--- src/rtl/ddr_axi_txn_limiter.sv ---
// Handshake sequencer for the external DDR AXI port: outstanding-burst caps, W-after-AW ordering, quiesce drain.
// Optional watchdog enabled by defining DDR_WDOG_EN.
module ddr_axi_txn_limiter #(
    parameter int MAX_OUTSTANDING = 4,
    parameter int CNT_WIDTH       = 4,
    parameter int TIMEOUT_CYCLES  = 1024
) (
    input  logic                 clk,
    input  logic                 rst_n,
    input  logic                 s_aw_valid,
    output logic                 s_aw_ready,
    input  logic                 s_w_valid,
    output logic                 s_w_ready,
    input  logic                 s_w_last,
    output logic                 s_b_valid,
    input  logic                 s_b_ready,
    input  logic                 s_ar_valid,
    output logic                 s_ar_ready,
    output logic                 s_r_valid,
    input  logic                 s_r_ready,
    output logic                 s_r_last,
    output logic                 m_aw_valid,
    input  logic                 m_aw_ready,
    output logic                 m_w_valid,
    input  logic                 m_w_ready,
    output logic                 m_w_last,
    input  logic                 m_b_valid,
    output logic                 m_b_ready,
    output logic                 m_ar_valid,
    input  logic                 m_ar_ready,
    input  logic                 m_r_valid,
    output logic                 m_r_ready,
    input  logic                 m_r_last,
    input  logic                 quiesce_req_i,
    output logic                 quiesce_ack_o,
    output logic [CNT_WIDTH-1:0] wr_outstanding_o,
    output logic [CNT_WIDTH-1:0] rd_outstanding_o,
    output logic                 busy_o,
    output logic                 timeout_o
);

    typedef enum logic [1:0] {ST_RUN, ST_DRAIN, ST_QUIET} state_e;

    localparam logic [CNT_WIDTH-1:0] MAX_CNT = CNT_WIDTH'(MAX_OUTSTANDING);

    state_e                 state_q, state_d;
    logic [CNT_WIDTH-1:0]   wr_cnt_q, wr_cnt_d, rd_cnt_q, rd_cnt_d, w_credit_q, w_credit_d;
    logic                   aw_hold_q, aw_hold_d, ar_hold_q, ar_hold_d;
    logic                   ack_q, busy_q, busy_d;
    logic                   aw_allow, ar_allow, w_open, drained;
    logic                   aw_hs, w_last_hs, b_hs, ar_hs, r_last_hs;
    logic                   wd_evt, wd_lock;

    function automatic logic [CNT_WIDTH-1:0] step_cnt(input logic [CNT_WIDTH-1:0] c,
                                                      input logic inc, input logic dec);
        if (inc && !dec) return c + CNT_WIDTH'(1);
        if (dec && !inc && c != '0) return c - CNT_WIDTH'(1);
        return c;
    endfunction

    assign s_b_valid = m_b_valid;
    assign m_b_ready = s_b_ready;
    assign s_r_valid = m_r_valid;
    assign m_r_ready = s_r_ready;
    assign s_r_last  = m_r_last;
    assign m_w_last  = s_w_last;

    // A pending address keeps its grant (hold) so valid never drops before ready.
    assign aw_allow   = rst_n & (((state_q == ST_RUN) & (wr_cnt_q < MAX_CNT)) | aw_hold_q);
    assign ar_allow   = rst_n & (((state_q == ST_RUN) & (rd_cnt_q < MAX_CNT)) | ar_hold_q);
    assign w_open     = (w_credit_q != '0);

    assign m_aw_valid = s_aw_valid & aw_allow;
    assign s_aw_ready = m_aw_ready & aw_allow;
    assign m_ar_valid = s_ar_valid & ar_allow;
    assign s_ar_ready = m_ar_ready & ar_allow;
    assign m_w_valid  = s_w_valid & w_open;
    assign s_w_ready  = m_w_ready & w_open;

    assign aw_hs      = m_aw_valid & m_aw_ready;
    assign w_last_hs  = m_w_valid & m_w_ready & s_w_last;
    assign b_hs       = m_b_valid & s_b_ready;
    assign ar_hs      = m_ar_valid & m_ar_ready;
    assign r_last_hs  = m_r_valid & s_r_ready & m_r_last;

    assign drained = (wr_cnt_q == '0) && (rd_cnt_q == '0) && (w_credit_q == '0)
                     && !aw_hold_q && !ar_hold_q;

    always_comb begin
        wr_cnt_d   = step_cnt(wr_cnt_q, aw_hs, b_hs);
        rd_cnt_d   = step_cnt(rd_cnt_q, ar_hs, r_last_hs);
        w_credit_d = step_cnt(w_credit_q, aw_hs, w_last_hs);
        aw_hold_d  = m_aw_valid & ~m_aw_ready;
        ar_hold_d  = m_ar_valid & ~m_ar_ready;
        busy_d     = (wr_cnt_d | rd_cnt_d | w_credit_d) != '0;
    end

    always_ff @(posedge clk or negedge rst_n) begin
        if (!rst_n) begin
            wr_cnt_q   <= '0;
            rd_cnt_q   <= '0;
            w_credit_q <= '0;
            aw_hold_q  <= 1'b0;
            ar_hold_q  <= 1'b0;
            busy_q     <= 1'b0;
        end else begin
            wr_cnt_q   <= wr_cnt_d;
            rd_cnt_q   <= rd_cnt_d;
            w_credit_q <= w_credit_d;
            aw_hold_q  <= aw_hold_d;
            ar_hold_q  <= ar_hold_d;
            busy_q     <= busy_d;
        end
    end

    always_comb begin
        state_d = state_q;
        unique case (state_q)
            ST_RUN:   if (quiesce_req_i) state_d = ST_DRAIN;
            ST_DRAIN: begin
                if (!quiesce_req_i && !wd_lock)     state_d = ST_RUN;
                else if (quiesce_req_i && drained)  state_d = ST_QUIET;
            end
            ST_QUIET: if (!quiesce_req_i && !wd_lock) state_d = ST_RUN;
            default:  state_d = ST_RUN;
        endcase
        if (wd_evt) state_d = ST_DRAIN;
    end

    always_ff @(posedge clk or negedge rst_n) begin
        if (!rst_n) begin
            state_q <= ST_RUN;
            ack_q   <= 1'b0;
        end else begin
            state_q <= state_d;
            ack_q   <= (state_d == ST_QUIET);
        end
    end

`ifdef DDR_WDOG_EN
    localparam int WD_W = $clog2(TIMEOUT_CYCLES) + 1;
    localparam logic [WD_W-1:0] WD_LIMIT = WD_W'(TIMEOUT_CYCLES - 1);

    logic [WD_W-1:0] wdog_q, wdog_d;
    logic            timeout_q, timeout_d, lock_q, lock_d, seen_q, seen_d;

    assign wd_evt  = !timeout_q && (wdog_q == WD_LIMIT);
    assign wd_lock = lock_q;

    // After a timeout, new bursts stay blocked until quiesce_req_i is seen high and then low.
    always_comb begin
        wdog_d    = wdog_q;
        if (!busy_q || b_hs || r_last_hs) wdog_d = '0;
        else if (wdog_q != WD_LIMIT)      wdog_d = wdog_q + WD_W'(1);
        timeout_d = timeout_q | wd_evt;
        lock_d    = lock_q;
        seen_d    = seen_q;
        if (wd_evt) begin
            lock_d = 1'b1;
            seen_d = 1'b0;
        end else if (lock_q && quiesce_req_i) begin
            seen_d = 1'b1;
        end else if (lock_q && seen_q) begin
            lock_d = 1'b0;
            seen_d = 1'b0;
        end
    end

    always_ff @(posedge clk or negedge rst_n) begin
        if (!rst_n) begin
            wdog_q    <= '0;
            timeout_q <= 1'b0;
            lock_q    <= 1'b0;
            seen_q    <= 1'b0;
        end else begin
            wdog_q    <= wdog_d;
            timeout_q <= timeout_d;
            lock_q    <= lock_d;
            seen_q    <= seen_d;
        end
    end

    assign timeout_o = timeout_q;
`else
    logic unused_timeout_cfg;
    assign unused_timeout_cfg = (TIMEOUT_CYCLES == 0);
    assign wd_evt    = 1'b0;
    assign wd_lock   = 1'b0;
    assign timeout_o = 1'b0;
`endif

    assign quiesce_ack_o    = ack_q;
    assign wr_outstanding_o = wr_cnt_q;
    assign rd_outstanding_o = rd_cnt_q;
    assign busy_o           = busy_q;

    // Response with nothing outstanding is a protocol error; counters saturate at zero.
    a_no_b_underflow: assert property (@(posedge clk) disable iff (!rst_n) b_hs |-> wr_cnt_q != '0);
    a_no_r_underflow: assert property (@(posedge clk) disable iff (!rst_n) r_last_hs |-> rd_cnt_q != '0);

endmodule

--- config.mk ---
export PLATFORM = sky130hd
export DESIGN_NAME = ddr_axi_txn_limiter
export DESIGN_NICKNAME = d
export VERILOG_FILES = /design/src/rtl/ddr_axi_txn_limiter.sv
export SDC_FILE = /design/constraint.sdc
export NUM_CORES = 1
export LEC_CHECK = 0
export ABC_AREA = 1
export CORE_UTILIZATION = 35
export DETAILED_ROUTE_END_ITERATION = 12
export MAX_ROUTING_LAYER = met4
export SLEW_MARGIN = 10
export SYNTH_ARGS = -nofsm -noshare
export SYNTH_HDL_FRONTEND = slang
export SYNTH_SLANG_ARGS = --single-unit
--- constraint.sdc ---
create_clock -name clk -period 1.85 [get_ports clk]
set_input_delay 0.4625 -clock clk [delete_from_list [all_inputs] [get_ports clk]]
set_output_delay 0.4625 -clock clk [all_outputs]
set_load 0.03 [all_outputs]
* Yosys cells after proc, flatten, opt, wreduce, memory -nomap -nowiden *
Index checks and enable logic that the tools add are counted.

storage, ports and cells
  register bits = 18
  input bits = 15
  word-level logic and storage cells = 99

operators by class
  add/sub/neg operators = 6
  $lt $le $gt $ge = 2
  equality and inequality tests = 3
  muxes and demuxes = 26
  bitwise logic cells = 25
  reduce and logical (&&, ||, !) cells = 29

operator list
  operator                                                                number
  4-bit two-way mux                                                       12
  1-bit AND                                                               19
  4-bit nonzero test                                                      4
  1-bit logical AND                                                       14
  4-bit by 1-bit adder with 4-bit output (second input constant)          3
  4-bit logical NOT                                                       3
  4-bit by 1-bit subtractor with 4-bit output (second input constant)     3
  1-bit two-way mux                                                       9
  4-bit by 3-bit < comparator with 1-bit output (second input constant)   2
  2-bit two-way mux                                                       4
  4-bit OR                                                                2
  1-bit logical NOT                                                       7
  2-bit one-hot mux with 3 select lines                                   1
  2-bit equality test (second input constant)                             2
  2-bit by 1-bit equality test with 1-bit output (second input constant)  1
  2-bit logical NOT                                                       1
  1-bit NOT                                                               2
  1-bit OR                                                                2

* Depth between registers and ports, before layout *
Gate-level depths: netlist of run 1.

  word-level depth = 16
  gate-level depth with buffers = 15

* Worst setup path before layout of run 1 *
OpenSTA, ideal clock, no wires.

  kind = flip-flop to output port
  from = register wr_cnt_q[3], in the netlist wr_outstanding_o[3]
  to = output s_aw_ready
  arrival time = 1.353 ns
  setup slack = 0.034 ns
  cell stages (with the launch flop) = 6
  path buffers = 0
  path through = dfrtp_1 -> nor2_4 -> nand2_2 -> a21oi_1 -> inv_1 -> nor2_1

on the way
  word-level cells in the longest chain between the ends = 5

ends and longest elaborated chain
  what                                           RTL line  source
  start, declared                                47        logic [CNT_WIDTH-1:0] wr_cnt_q, wr_cnt_d, rd_cnt_q, rd_cnt_d, w_credit_q, w_credit_d;
  start signal, assigned                         107       wr_cnt_q <= wr_cnt_d;
  4-bit by 3-bit < comparator with 1-bit output  69        assign aw_allow = rst_n & (((state_q == ST_RUN) & (wr_cnt_q < MAX_CNT)) | aw_hold_q);
  1-bit AND                                      69
  1-bit OR                                       69
  1-bit AND                                      69
  1-bit AND                                      74        assign s_aw_ready = m_aw_ready & aw_allow;
  end, declared                                  11        output logic s_aw_ready,

Every way passes these cells.

* Final worst setup path of run 1 *
  from = register w_credit_q[1]
  to = output s_w_ready

on the way
  word-level cells in the longest chain between the ends = 2

ends and longest elaborated chain
  what                    RTL line  source
  start, declared         47
  start signal, assigned  109       w_credit_q <= w_credit_d;
  4-bit nonzero test      71        assign w_open = (w_credit_q != '0);
  1-bit AND               78        assign s_w_ready = m_w_ready & w_open;
  end, declared           13        output logic s_w_ready,

Every way passes these cells.

==> results of run 1 <==
[power by group through the flow]
| stage | Sequential, mW | Combinational [mW] | Clock [mW] |
|---|---|---|---|
| 6_report | 0.648 | 1.53 | 0.267 |
| 5_1_grt | 0.666 | 1.68 | 0.299 |
| 4_1_cts | 0.655 | 1.43 | 0.279 |
| 3_5_place_dp | 0.652 | 1.38 | 0 |
| 3_3_place_gp | 0.652 | 1.37 | 0 |
| 2_1_floorplan | 0.796 | 0.663 | 0 |
[critical path, cell delays in order, from the launching register on]
cell and delay, ps:
dfrtp_1 390, inv_2 100, ha_4 160, nand2_4 60, nor2_4 100, buf_4 120
nor2_1 40, buf_4 160
[routing by layer]
layer,wire [µm],part of all wire (%)
met1,1660,48
met2,1690,49
met3,111,3.2
met4,18,0.52
met5,0,0
[sequential cells by signal (all words and copies together) (netlist names)]
signal	count
aw_hold_q	1
state_q	2
wr_outstanding_o	4
ar_hold_q	1
rd_outstanding_o	4
w_credit_q	4
busy_o	1
quiesce_ack_o	1
[logic make-up after synthesis]
family,after synthesis,share of synthesized area (%)
buf+inv,50,14.5
other cells,1,0.254
simple gates,114,42.7
compound gates,8,3.40
flops,18,30.6
fa+ha+maj,8,6.79
xor+xnor,3,1.78
[timing repair]
| item | CTS | global route |
|---|---|---|
| gates resized for setup | 18 | 9 |
| endpoints found under the hold margin | 0 | 0 |
| buffers inserted | 5 | 4 |
| hold buffers | 0 | 0 |
| pin swaps | 5 | 7 |
| endpoints found under the setup margin | 10 | 11 |
[layout make-up]
cell class	instances	share of cell area, %
multi-input cells	134	39.5
clock buffers	3	1.91
flip-flops and latches	18	20.9
well taps	50	2.89
repair buffers	68	27.3
inverters	43	7.45
[through the flow]
stage	worst slack (ps)	instances	hold WS (ps)	TNS [ps]	util, %
after global placement	-229	305	507	-1370	49.8
after detailed placement	-273	305	524	-1470	49.8
final	8.91	316	459	0	53.8
after global routing	-130	316	473	-380	53.8
after CTS	3.93	313	475	0	52.5
after floorplan	34.1	202	167	0	-
[cells in the final DEF, fill, tap and decap left out, types with 2 or more instances in the layout]
cell | netlist | final
nand2_1 | 43 | 40
buf_4 | 7 | 40
inv_1 | 39 | 37
nand3_1 | 24 | 24
dfrtp_1 | 18 | 16
clkdlybuf4s50_1 | 0 | 16
nand2_2 | 13 | 14
nor2_1 | 12 | 10
ha_1 | 8 | 7
inv_2 | 4 | 6
dlygate4sd2_1 | 0 | 6
nor2_4 | 4 | 5
nor2_2 | 4 | 5
nand2_4 | 1 | 3
xor2_1 | 3 | 3
nor3_1 | 3 | 3
clkbuf_8 | 0 | 3
buf_6 | 0 | 3
a211oi_1 | 2 | 2
nand3_4 | 2 | 2
nand3_2 | 2 | 2
a21oi_1 | 4 | 2
a21oi_2 | 0 | 2
dlymetal6s2s_1 | 0 | 2
dfrtp_2 | 0 | 2
[path summary, 6_finish.rpt]
kind	from	end	cells past startpoint
min reg2reg	state_q[0]	state_q[1]	2
max	w_credit_q[1]	s_w_ready	7
max reg2reg	w_credit_q[0]	busy_o	15
min	m_ar_ready	ar_hold_q	2
max in group asynchronous	rst_n	wr_outstanding_o[2]	3
min in group asynchronous	rst_n	aw_hold_q	3
==> impl_metrics.csv, run 1 <==
group,metric,value,unit
global_route,grtUsageMet3,4.11,%
route,vias,1379,
timing,finalSetupViolations,0,
layout,fill_cells,393,
power_and_ir_drop,combPwrFrac,62.6,%
place,place.detailed.hpwl,2720,µm
logic_synthesis,yosys-top-cells-count,"nand2_1 (43), inv_1 (39), nand3_1 (24), dfrtp_1 (18), nand2_2 (13)",
power_and_ir_drop,switchingPower,1.09,mW
power_and_ir_drop,peakVddDrop,0.630,mV
layout,nNetsFinal,291,
logic_synthesis,yosysWarnings,0,
setup_path,cp.required,1390,ps
layout,area_growth,47.0,%
global_route,use_met2,27.1,%
route,drc,0,
job,maxCapViolCount,0,
cts,clk_pin_slew,70,ps
logic_synthesis,async_flop_share,100,%
floorplan,die_h,66.9,µm
floorplan,dieArea,4470,µm²
route,avgViaCountPerCell,4.36,
timing,fin_skew,4.96,ps
outcome,status,"finished clean",
global_route,antenna_found_initial,0,
floorplan,die_x,66.9,µm
route,ant_nets,0,
floorplan,row_count,23,
global_route,grt_pass1_wl,5580,µm
logic_synthesis,syn_area,1470,µm²
global_route,grt_pass1_vias,1225,
timing,maxSlewViolCount,0,
logic_synthesis,synth.distinct_cells,27,
global_route,grtUsageMet1,22.4,%
timing,finalCriticalPeriod,1840,ps
power_and_ir_drop,p_leak,1.17,nW
route,drtIter0Drc,86,
route,totalWireLength,3470,µm
cts,ctsHtreeMaxLevel,1,
timing,hold_viol,0,
place,place_congestion,0.813,
layout,diodes,0,
logic_synthesis,synth_edf_count,0,
logic_synthesis,synth_most_common_cell,"nand2_1",
floorplan,io_pins,38,
logic_synthesis,synthDominantCellAreaShare,30.6,%
cts,cts_buffers,3,
power_and_ir_drop,swShare,44.4,%
route,wl_per_cell,11.0,µm
power_and_ir_drop,power.density,1130,nW/µm²
power_and_ir_drop,pwr-share-clk,10.9,%
logic_synthesis,netlist_instances,202,
cts,root_buffer,"clkbuf_8",
logic_synthesis,yosys.area.top_type,"dfrtp_1",
power_and_ir_drop,p_int,1.36,mW
logic_synthesis,yosys_register_bits,18,
layout,drive_gt1_share,35.3,%
floorplan,core_area,4030,µm²
setup_path,startpoint_type,"register",
logic_synthesis,synthFlopType,"dfrtp_1",
place,port_buffers,36,
cts,insertion_delay,250,ps
global_route,top_usage_layer,"met2",
setup_path,crit_fanout,3,
setup_path,crit_type,"register to output pin",
power_and_ir_drop,seq_power_share,26.5,%
timing,fin_crit_sh,99.5,%
global_route,grt_max_degree,19,
power_and_ir_drop,total_power,2.44,mW
layout,regArea,453,µm²
cts,cts_sinks,18,
place,dpl-instance-area,2010,µm²
cts,clockBufferDepth,2,
worst_hold_path,worstHoldPathType,"input pin to register",
setup_path,cp-end-kind,"output pin",
layout,multi_input_area,857,µm²
floorplan,initial_core_util,36.6,%
global_route,gr-total-overflow,0,
timing,max_freq,543,MHz
cts,cts_tree,"built",
timing,rsz0062_at_grt,"yes",
logic_synthesis,yosys-top-cells-area,"dfrtp_1 (31%), nand2_1 (11%), inv_1 (9.9%)",
layout,design_area,2170,µm²
logic_synthesis,syn_area_per_cell,7.30,µm²
logic_synthesis,ys_seq_area_share,30.6,%
setup_path,rrSetupSlack,30,ps
setup_path,arrival,1380,ps
global_route,grt_use_total,17.2,%
route,firstDrtPassIters,4,
logic_synthesis,synth_fp_nets,225,
(Power assumes the default switching activity.)
==> run 2: changes to the inputs <==
- CTS_CLUSTER_SIZE: unset -> 12
- PLACE_DENSITY_LB_ADDON: unset -> 0.2
- REMOVE_ABC_BUFFERS: unset -> 1
==> run 2 against run 1 <==
Sequential power is 0.6% lower; power is 3.2% higher; flip-flop and latch count stayed put; die area stayed put; critical path type is now input pin to output pin.
==> impl_metrics.csv, run 2 (synthesis results as in run 1) <==
group,metric,value,unit
power_and_ir_drop,p_leak,1.27,nW
timing,fin_crit_sh,99.6,%
route,vias,1468,
timing,finalSetupViolations,0,
route,highest_layer,"met4",
cts,root_buffer,"clkbuf_8",
timing,rsz0062_at_grt,"yes",
setup_path,cp.required,1390,ps
layout,nNetsFinal,304,
job,maxCapViolCount,0,
outcome,status,"finished clean",
timing,fin_skew,1.42,ps
cts,clockBufferDepth,2,
power_and_ir_drop,peakVddDrop,0.772,mV
setup_path,rrSetupSlack,50,ps
timing,max_freq,543,MHz
place,dp_cells,309,
layout,fill_cells,357,
global_route,antenna_found_initial,0,
setup_path,worst_r2r_path_depth,13,
place,pre_cts_slack,-337,ps
cts,cts_sinks,18,
setup_path,crit_path_end,"s_aw_ready",
route,ant_nets,0,
route,drc,0,
setup_path,critPathLaunch,"m_aw_ready",
floorplan,die_x,66.9,µm
cts,ctsHtreeMaxLevel,1,
route,firstDrtPassIters,4,
timing,maxSlewViolCount,0,
floorplan,die_h,66.9,µm
route,avgViaCountPerCell,4.45,
global_route,grt_max_degree,11,
layout,drive_gt1_share,40.4,%
route,drtIter0Drc,33,
layout,mostFrequentLayoutCell,"buf_4",
place,place_congestion,0.788,
timing,fin_hold_ws,364,ps
setup_path,cp-end-kind,"output pin",
place,dpl-instance-area,2040,µm²
cts,cts_buffers,3,
floorplan,initial_core_util,36.6,%
power_and_ir_drop,total_power,2.52,mW
layout,design_area,2320,µm²
layout,multi_input_area,876,µm²
route,wl_met1,1640,µm
route,totalWireLength,3540,µm
timing,finalSetupTns,0,ps
layout,area_growth,57.6,%
floorplan,core_area,4030,µm²
setup_path,crit_fanout,3,
floorplan,dieArea,4470,µm²
place,place.detailed.hpwl,2730,µm
worst_hold_path,worstHoldPathType,"input pin to asynchronous set/reset pin",
layout,regArea,453,µm²
setup_path,regToRegEndpoint,"busy_o",
layout,diodes,0,
route,met3_length,109,µm
setup_path,crit_type,"input pin to output pin",
global_route,grt_use_total,17.7,%
cts,insertion_delay,250,ps
timing,finalCriticalPeriod,1840,ps
global_route,gr-total-overflow,0,
floorplan,io_pins,38,
timing,hold_viol,0,
power_and_ir_drop,power.density,1080,nW/µm²
setup_path,startpoint_type,"input pin",
global_route,grt_pass1_vias,1367,
layout,final_util,57.7,%
layout,final_cell_mix,"buf_4 (48), nand2_1 (40), inv_1 (35)",
route,wl_per_cell,10.7,µm
route,wl_met2,1770,µm
timing,fin_ws,7.60,ps
setup_path,r2r-start,"state_q[1]",
layout,instances_no_fill,330,
place,port_buffers,36,
setup_path,arrival,1380,ps
floorplan,row_count,23,
cts,clk_pin_slew,70,ps
cts,cts_tree,"built",
global_route,grt_pass1_wl,5750,µm
## run 2: worst min path at each step
stage,start,endpoint,slack [ps],cells after the start
2_1_floorplan,rst_n,ar_hold_q,170,0
3_3_place_gp,state_q[0],state_q[1],510,1
3_5_place_dp,state_q[0],quiesce_ack_o,520,1
4_1_cts,rst_n,state_q[0],360,3
5_1_grt,rst_n,state_q[0],370,3
6_report,rst_n,state_q[0],360,3
## run 2: final cells by class
type	instances	share of cell area (%)
inverters	43	6.95
repair buffers	81	30.8
well taps	50	2.69
multi-input cells	134	37.7
flip-flops and latches	18	19.5
clock buffers	4	2.37
## run 2: power breakdown
group	switching (mW)	leakage [nW]	total (mW)	internal, mW
Clock	0.139	0.0288	0.328	0.189
Combinational	0.842	1.04	1.55	0.707
Sequential	0.127	0.209	0.644	0.517
Total	1.11	1.27	2.52	1.41
## run 2: layer usage
metal  GRT usage [%]  vias up
li1                -      771
met1            21.1      677
met2            30.6       18
met3            4.11        2
met4            3.19        0
met5               -        -
## run 2: timing repair
action                                  4_1_cts  5_1_grt
pin swaps                                     8       12
resized for setup                            20       22
hold endpoints to repair                      0        0
hold buffers                                  0        0
endpoints found under the setup margin       11        9
setup buffers                                10        7
## run 2: critical path: stages
cell             delay [ps]
clkdlybuf4s50_1         540
inv_1                   100
nor2_1                  110
buf_4                   160
